<file path="config.mk">
export PLATFORM = sky130hd
export DESIGN_NAME = uart_hex_frame_parser
export DESIGN_NICKNAME = d
export VERILOG_FILES = /design/src/rtl/uart_hex_frame_parser.sv
export SDC_FILE = /design/constraint.sdc
export NUM_CORES = 1
export LEC_CHECK = 0
export BUFFER_PORTS_ARGS = -buffer_cell sky130_fd_sc_hd__clkbuf_2
export CORE_AREA = 2 2 146 148
export CTS_CLUSTER_SIZE = 20
export DETAILED_ROUTE_END_ITERATION = 8
export DIE_AREA = 0 0 148 150
export PLACE_DENSITY_LB_ADDON = 0.15
export SETUP_SLACK_MARGIN = 0.15
export SYNTH_ARGS = -nofsm -noshare
export SYNTH_HDL_FRONTEND = slang
export SYNTH_SLANG_ARGS = --single-unit
export TNS_END_PERCENT = 50
</file>
<file path="constraint.sdc">
create_clock -name clk -period 9.45 [get_ports clk]
set_input_delay 0.945 -clock clk [delete_from_list [all_inputs] [get_ports clk]]
set_output_delay 0.945 -clock clk [all_outputs]
set_load 0.02 [all_outputs]
</file>
<file path="src/rtl/uart_hex_frame_parser.sv">
// UART ASCII-hex frame parser: assembles NCH channels of DW-bit words.
// Optional SOF sync, bad-char rejection, idle timeout, whole-frame commit.
module uart_hex_frame_parser #(
   parameter int         NCH         = 3,
   parameter int         DW          = 32,
   parameter int         USE_SOF     = 1,
   parameter logic [7:0] SOF_CHAR    = 8'h3A,
   parameter int         TIMEOUT_CYC = 0
) (
   input  logic                clk,
   input  logic                rst,
   input  logic [7:0]          rx_data,
   input  logic                rx_valid,
   input  logic                rx_dataerr,
   input  logic                rx_frameerr,
   input  logic                clr,
   output logic [NCH*DW-1:0]   data_out,
   output logic                out_valid,
   output logic                busy,
   output logic                err,
   output logic [7:0]          err_cnt,
   output logic [15:0]         frame_cnt
);

   localparam int ND    = DW / 4;
   localparam int CW    = (NCH > 1) ? $clog2(NCH) : 1;
   localparam int NW    = (ND > 1) ? $clog2(ND) : 1;
   localparam int TW    = (TIMEOUT_CYC > 0) ? $clog2(TIMEOUT_CYC + 1) : 1;
   localparam int TLAST = (TIMEOUT_CYC > 0) ? TIMEOUT_CYC - 1 : 0;

   localparam logic [CW-1:0] CH_LAST  = CW'(NCH - 1);
   localparam logic [NW-1:0] NIB_LAST = NW'(ND - 1);

   typedef enum logic {
      S_HUNT,
      S_COLLECT
   } state_t;

   state_t              state_q, state_d;
   logic [CW-1:0]       ch_q, ch_d;
   logic [NW-1:0]       nib_q, nib_d;
   logic [NCH*DW-1:0]   shadow_q, shadow_d;
   logic [NCH*DW-1:0]   data_q, data_d;
   logic                out_valid_q, out_valid_d;
   logic                err_q, err_d;
   logic [7:0]          err_cnt_q, err_cnt_d;
   logic [15:0]         frame_cnt_q, frame_cnt_d;
   logic [TW-1:0]       timer_q, timer_d;

   logic [4:0] hv;
   logic       flag;
   logic       is_sof;
   logic       store;
   logic       abort;
   logic       resync;

   // {valid, value}
   function automatic logic [4:0] hex_dec(input logic [7:0] c);
      logic [4:0] r;
      r = '0;
      if (c >= 8'h30 && c <= 8'h39) begin
         r = {1'b1, c[3:0]};
      end else if ((c >= 8'h41 && c <= 8'h46) ||
                   (c >= 8'h61 && c <= 8'h66)) begin
         r = {1'b1, c[3:0] + 4'd9};
      end
      return r;
   endfunction

   always_comb begin
      state_d     = state_q;
      ch_d        = ch_q;
      nib_d       = nib_q;
      shadow_d    = shadow_q;
      data_d      = data_q;
      out_valid_d = 1'b0;
      err_d       = 1'b0;
      err_cnt_d   = err_cnt_q;
      frame_cnt_d = frame_cnt_q;
      timer_d     = '0;
      store       = 1'b0;
      abort       = 1'b0;
      resync      = 1'b0;

      hv     = hex_dec(rx_data);
      flag   = rx_dataerr | rx_frameerr;
      is_sof = (USE_SOF != 0) && (rx_data == SOF_CHAR);

      case (state_q)
         S_HUNT: begin
            if (rx_valid && !flag) begin
               if (USE_SOF != 0) begin
                  if (is_sof) begin
                     state_d  = S_COLLECT;
                     ch_d     = '0;
                     nib_d    = '0;
                     shadow_d = '0;
                  end
               end else if (hv[4]) begin
                  state_d  = S_COLLECT;
                  ch_d     = '0;
                  nib_d    = '0;
                  shadow_d = '0;
                  store    = 1'b1;
               end
            end
         end
         S_COLLECT: begin
            if (rx_valid) begin
               if (flag) begin
                  abort = 1'b1;
               end else if (is_sof) begin
                  resync = 1'b1;
               end else if (hv[4]) begin
                  store = 1'b1;
               end else begin
                  abort = 1'b1;
               end
            end else if (TIMEOUT_CYC > 0) begin
               // a byte in the expiry cycle takes the branch above instead
               if (timer_q == TW'(TLAST)) begin
                  abort = 1'b1;
               end else begin
                  timer_d = timer_q + TW'(1);
               end
            end
         end
         default: state_d = S_HUNT;
      endcase

      if (store) begin
         for (int c = 0; c < NCH; c++) begin
            for (int n = 0; n < ND; n++) begin
               if (ch_d == CW'(c) && nib_d == NW'(n)) begin
                  shadow_d[c*DW + DW - 4 - 4*n +: 4] = hv[3:0];
               end
            end
         end
         if (ch_d == CH_LAST && nib_d == NIB_LAST) begin
            data_d      = shadow_d;
            out_valid_d = 1'b1;
            frame_cnt_d = frame_cnt_q + 16'd1;
            state_d     = S_HUNT;
            ch_d        = '0;
            nib_d       = '0;
            shadow_d    = '0;
         end else if (nib_d == NIB_LAST) begin
            nib_d = '0;
            ch_d  = ch_d + CW'(1);
         end else begin
            nib_d = nib_d + NW'(1);
         end
      end

      if (abort || resync) begin
         err_d = 1'b1;
         if (err_cnt_q != 8'hFF) begin
            err_cnt_d = err_cnt_q + 8'd1;
         end
         shadow_d = '0;
         ch_d     = '0;
         nib_d    = '0;
      end
      if (abort) begin
         state_d = S_HUNT;
      end

      // clear wins over everything that happened this cycle
      if (clr) begin
         state_d     = S_HUNT;
         ch_d        = '0;
         nib_d       = '0;
         shadow_d    = '0;
         data_d      = '0;
         out_valid_d = 1'b0;
         err_d       = 1'b0;
         err_cnt_d   = '0;
         frame_cnt_d = '0;
         timer_d     = '0;
      end
   end

   always_ff @(posedge clk or posedge rst) begin
      if (rst) begin
         state_q     <= S_HUNT;
         ch_q        <= '0;
         nib_q       <= '0;
         shadow_q    <= '0;
         data_q      <= '0;
         out_valid_q <= 1'b0;
         err_q       <= 1'b0;
         err_cnt_q   <= '0;
         frame_cnt_q <= '0;
         timer_q     <= '0;
      end else begin
         state_q     <= state_d;
         ch_q        <= ch_d;
         nib_q       <= nib_d;
         shadow_q    <= shadow_d;
         data_q      <= data_d;
         out_valid_q <= out_valid_d;
         err_q       <= err_d;
         err_cnt_q   <= err_cnt_d;
         frame_cnt_q <= frame_cnt_d;
         timer_q     <= timer_d;
      end
   end

   assign data_out  = data_q;
   assign out_valid = out_valid_q;
   assign busy      = (state_q == S_COLLECT);
   assign err       = err_q;
   assign err_cnt   = err_cnt_q;
   assign frame_cnt = frame_cnt_q;

endmodule
</file>
; Word-level counts from Yosys, hierarchy flattened
; Cells that the tools add are included.
[word_totals]
reg_bits = 224
input_bits = 14
out_inout_bits = 123
elab_cells = 155
[op_classes]
addsub = 5
n_lt_le_gt_ge = 6
eq_ne = 11
muxes = 83
bitwise_logic = 2
n_reduce_logical = 39
[op_table]
columns = op, count
row1 = 96-bit two-way mux, 10
row2 = 4-bit two-way mux, 24
row3 = 16-bit two-way mux, 3
row4 = 1-bit logical AND, 28
row5 = 1-bit two-way mux, 24
row6 = 3-bit two-way mux, 8
row7 = 8-bit two-way mux, 3
row8 = "16-bit by 1-bit adder with 16-bit output, second input constant", 1
row9 = "8-bit by 7-bit >= comparator with 1-bit output, second input constant", 2
row10 = "8-bit by 7-bit <= comparator with 1-bit output, second input constant", 2
row11 = 2-bit two-way mux, 8
row12 = "3-bit == test, second input constant", 4
row13 = 5-bit two-way mux, 2
row14 = "8-bit by 1-bit adder with 8-bit output, second input constant", 1
row15 = "8-bit by 6-bit == test with 1-bit output, second input constant", 1
row16 = "8-bit by 6-bit >= comparator with 1-bit output, second input constant", 1
row17 = "8-bit by 6-bit <= comparator with 1-bit output, second input constant", 1
row18 = "8-bit inequality test, second input constant", 1
row19 = 2-bit nonzero test, 4
row20 = "3-bit by 2-bit == test with 1-bit output, second input constant", 2
row21 = "4-bit adder, second input constant", 1
row22 = 2-bit AND reduction, 2
row23 = "3-bit by 1-bit adder with 3-bit output, second input constant", 1
row24 = "3-bit by 1-bit == test with 1-bit output, second input constant", 1
row25 = 10 further kinds, 11

; Logic depth before layout (Yosys ltp)
[logic_depth]
ltp_word = 13
depth_mapped = 17
depth_no_buf = 12

; Worst setup path before layout
; Ideal clock, no wire load.
[synth_path]
path_type = input port to flip-flop
startpoint = input port rx_data[7]
endpoint = register data_q[22] (netlist: data_out[22])
setup_ns = 0.087
t_arrival_ns = 4.065
required_ns = 9.363
slack_ns = 5.298
cell_stages = 16
path_buffers = 5
cell_sequence = nor4bb_1 > clkbuf_1 > clkbuf_1 > nand4_1 > clkbuf_1 > nand2_1 > inv_1 > ha_1 > ha_1 > nand4_1 > a21oi_1 > o211ai_1 > clkbuf_1 > buf_1 > nand3_1 > o211ai_1
[synth_via]
elab_chain_cells = 12
elab_cells_between_ends = 40
cone_classes = order compare: 6 / eq/ne: 4 / mux: 20 / reduce/logical: 10
[synth_lines]
columns = element, line
row1 = from (decl), 12  ; input logic [7:0] rx_data,
row2 = 8-bit by 7-bit >= comparator with 1-bit output (tied with other cells), 63  ; end else if ((c >= 8'h41 && c <= 8'h46) ||
row3 = "1-bit logical AND, on equally long branches", "63, 64"
row4 = 1-bit logical OR, 63
row5 = 5-bit two-way mux, 63
row6 = 5-bit two-way mux, 61  ; if (c >= 8'h30 && c <= 8'h39) begin
row7 = 1-bit two-way mux, 114  ; end else if (hv[4]) begin
row8 = 1-bit two-way mux, 112  ; end else if (is_sof) begin
row9 = 1-bit two-way mux, 110  ; if (flag) begin
row10 = 1-bit two-way mux, 109  ; if (rx_valid) begin
row11 = 1-bit one-hot mux with 2 select lines, 89  ; case (state_q)
row12 = 2-bit nonzero test (no line), -
row13 = 2-bit AND reduction (no line), -
row14 = to (signal assigned), 200  ; data_q <= data_d;
row15 = to (decl), 43  ; logic [NCH*DW-1:0] data_q, data_d;
; Several ways; a longest one is shown, not always the timed one. The select of a mux whose other input is x is not followed.
; A chain may end at the register's enable or synchronous reset.

; Worst setup path after layout
[layout_path]
startpoint = input port rx_data[4]
endpoint = register data_q[26] (netlist: data_out[26])
; The elaborated chain is that of the path after synthesis.

==> results.md <==
- Worst Hold Path Cells: 1
- Worst vdd ir: 0.215 mV
- Cell row count: 53
- Skew final: 17.2 ps
- Crit Path Max Fanout: 69
- Routed via count: 10100
- Crit start category: primary input
- CTS tree: done
- Worst EP arrival: 5280 ps
- Worst Max-Slew Pin Slew: 1150 ps
- Count of cell types in the netlist: 62
- Io pins: 137
- Syn Inst Count: 1172
- Wire per inst: 21.1 microns
- Hold Crit Class: reg2reg
- Pins over their slew limit: 0
- # H-tree levels: 1
- Antenna-violating nets left: 0
- WP data required: 9880 ps
- Max-Cap Viols: 0
- HPWL Detailed: 20000 microns
- Slowest stage delay, CP: 640 ps
- Sink Count: 220
- Core outline area: 20700 sq um
- Share of layout cells above drive strength 1: 0.177
- # DRC: 0
- Sequential area share after synthesis: 0.492
- Die X: 148 microns
- PnR worst setup slack: 4600 ps
- Async S/R FF share, synth: 1.00
- Critical Path Stages: 15
- Starting Density: 0.540
- Post-route cell area: 12800 sq um
- Initial drt markers: 862
- GPL Wtd Cong: 0.894
- Setup-failing EPs final: 0
- Die Span Y: 150 microns
- First-pass GRT wire length: 51200 microns
- Fill count: 1817
- LEAKAGE: 5.51 nW
- Cts bufs inserted: 25
- Layout Nets: 1271
- RSZ-0062 raised after global routing: no
- Postcts setup bufs: 0
- Power per cell area: 158 nW/um^2
- Number of global-route vias before repair: 9573
- Syn. warnings: 0
- Worst path slowest cell: buf_4
- Final WL: 32300 microns
- Largest net degree at the start of global routing: 100
- Worst rel slew slack: 0.229
- Area after DPL: 11900 sq um
- CP cell instances: clkbuf_2 -> nor4bb_2 -> buf_4 -> nand4_1 -> buf_4 -> nand2_1 -> inv_1 -> ha_1 -> ha_1 -> nand4_1 -> a21oi_1 -> o2111a_4 -> buf_4 -> nand3_1 -> o211ai_1
- Antenna cells: 0
- Cell family with the largest share of critical-path delay: buffers and inverters
- CTS root buffer: clkbuf_16
- Cell repeated most along the worst path: buf_4
- Mapped Avg Cell Area: 9.54 sq um
- Critical setup path kind: in2reg
- Fmax: 0.206 GHz
- Clock Latency Late Sink: 520 ps
- Worst-path clk slew: 60 ps
- Final Hold Viols: 0
- DR pass1 iterations: 6
- Cells on worst reg2reg path: 13
- CP bufs+invs: 5
- Clock buffer depth: 3
- IO buf count: 136
- Setup_tns: 0 ps
- Tot GR Track Use: 0.285
- Initial antenna violation count: 0
- Area Growth Syn to Fin: 14.3%
- Post-Place Worst Slack: 4180 ps
- Drt via density: 6.56
- Period utilisation layout: 0.513
- GRT overflow: 0
- Type of element capturing the critical path: flop
- EDFF count, synth: 0
- Full die area: 22200 sq um
- Min Tclk post-route: 4850 ps
- Syn nets: 1201
- PostCTS Resize Cnt: 0
- Status: finished, final reports clean
- Top FF cell, synth: dfrtp_1
- Synth Register Bits: 220
- Hold bufs inserted after CTS: 0
- Mapped Area: 11200 sq um
## worst reg2reg max path, cell delays in order, from the launching register on
cell and delay, ps:
dfrtp_1 520, nor4b_1 140, nand4_1 110, buf_4 540, nand2_1 270, inv_1 150, ha_1 200, ha_1 310
nand4_1 150, a21oi_1 370, o2111a_4 630, buf_4 690, nand3_1 240, o211ai_1 210
## per-stage QoR
stage                     instances  hold WS (ps)   util  total power, mW
after floorplan                1172           483      -             1.01
after global routing           1535           511  0.618             2.07
after detailed placement       1490           491  0.576             1.03
after global placement         1490           488  0.576             1.03
final                          1535           503  0.618             2.01
after CTS                      1535           506  0.618             2.02
## kinds of logic (layout without fill, tap and decap cells)
kind of cell	Yosys count	after routing	synth area share
and+or+nand+nor	405	405	0.189
AOI/OAI and AO/OA	395	395	0.243
DFF	220	220	0.492
buffers and inverters	124	212	0.0471
adders and majority gates	15	15	0.0168
muxes	12	12	0.0111
xor gates and xnor gates	1	1	0.000784
## cells in the mapped netlist (4+ instances only)
| master | n | area, sq um |
|---|---|---|
| nor2_1 | 22 | 82.6 |
| buf_1 | 10 | 37.5 |
| or3_1 | 11 | 68.8 |
| nand3b_1 | 21 | 158 |
| o211ai_2 | 4 | 50.1 |
| a31oi_1 | 30 | 188 |
| o21ai_0 | 74 | 370 |
| buf_2 | 16 | 80.1 |
| nand2_1 | 95 | 357 |
| a211oi_1 | 36 | 270 |
| a2111o_1 | 4 | 45.0 |
| clkbuf_1 | 76 | 285 |
| a21oi_1 | 94 | 470 |
| nand3_1 | 149 | 746 |
| inv_1 | 13 | 48.8 |
| a21o_1 | 7 | 52.6 |
| o22ai_1 | 5 | 31.3 |
| o211ai_1 | 28 | 210 |
| or4_1 | 8 | 60.1 |
| mux2i_1 | 9 | 90.1 |
| and3_1 | 15 | 93.8 |
| buf_4 | 5 | 37.5 |
| nor3_1 | 13 | 65.1 |
| a22o_1 | 77 | 674 |
| o31ai_1 | 15 | 113 |
| dfrtp_1 | 220 | 5510 |
| and2_1 | 6 | 37.5 |
| ha_1 | 15 | 188 |
| nand4_1 | 41 | 257 |
| nor2b_1 | 7 | 43.8 |
## registers in the layout, summed over array words and instances, names as in the netlist
name,count
data_out,96
shadow_q,92
frame_cnt,16
err_cnt,8
nib_q,3
ch_q,2
busy,1
err,1
out_valid,1
## cell usage in the layout (no fill, tap or decap), drive strengths merged, types with 7 or more instances in the layout
master and count:
nor2 22, nand4 41, and3 15, nand3 149, o211ai 32, a21oi 96, a21o 7, and2 7
nor2b 7, a22o 77, ha 15, clkbuf 175, o31ai 15, dfrtp 220, or4 9, inv 13
o21ai 76, or3 11, a31oi 30, nand2 95, nand3b 21, buf 17, a211oi 36, mux2i 9
nor3 14
## layer usage
layer	wire [microns]	global-route usage	share of wire
met5	0	0	0
met4	1080	0.109	0.033
met3	2060	0.0412	0.064
met2	15800	0.472	0.49
met1	13400	0.383	0.41
## final timing paths
path | startpoint | slack (ps) | to
min in group asynchronous | rst | 520 | err_cnt[3]$_DFFE_PP0P_
min reg2reg | data_out[73]$_DFFE_PP0P_ | 500 | data_out[73]$_DFFE_PP0P_
min | data_out[73]$_DFFE_PP0P_ | 500 | data_out[73]$_DFFE_PP0P_
max in group asynchronous | rst | 7550 | shadow_q[26]$_DFF_PP0_
max reg2reg | busy$_DFF_PP0_ | 4820 | data_out[26]$_DFFE_PP0P_
max | rx_data[4] | 4600 | data_out[26]$_DFFE_PP0P_
## layout make-up
cell class              instances  area, sq um  share of cell area
well taps                     275          344              0.0269
flip-flops and latches        220         5510               0.431
clock inverters                 6         80.1             0.00627
multi-input cells             828         5200               0.407
repair buffers                153          808              0.0633
clock buffers                  39          778              0.0609
inverters                      14         60.1             0.00470
## power breakdown
group | internal, mW | total [mW] | switching (mW) | leakage (nW)
Sequential | 0.942 | 0.942 | 0.00000673 | 3.08
Combinational | 0.0102 | 0.0706 | 0.0605 | 2.00
Clock | 0.616 | 1.00 | 0.384 | 0.429
Total | 1.57 | 2.01 | 0.444 | 5.51
No activity file was read; power rests on OpenSTA's default activity.
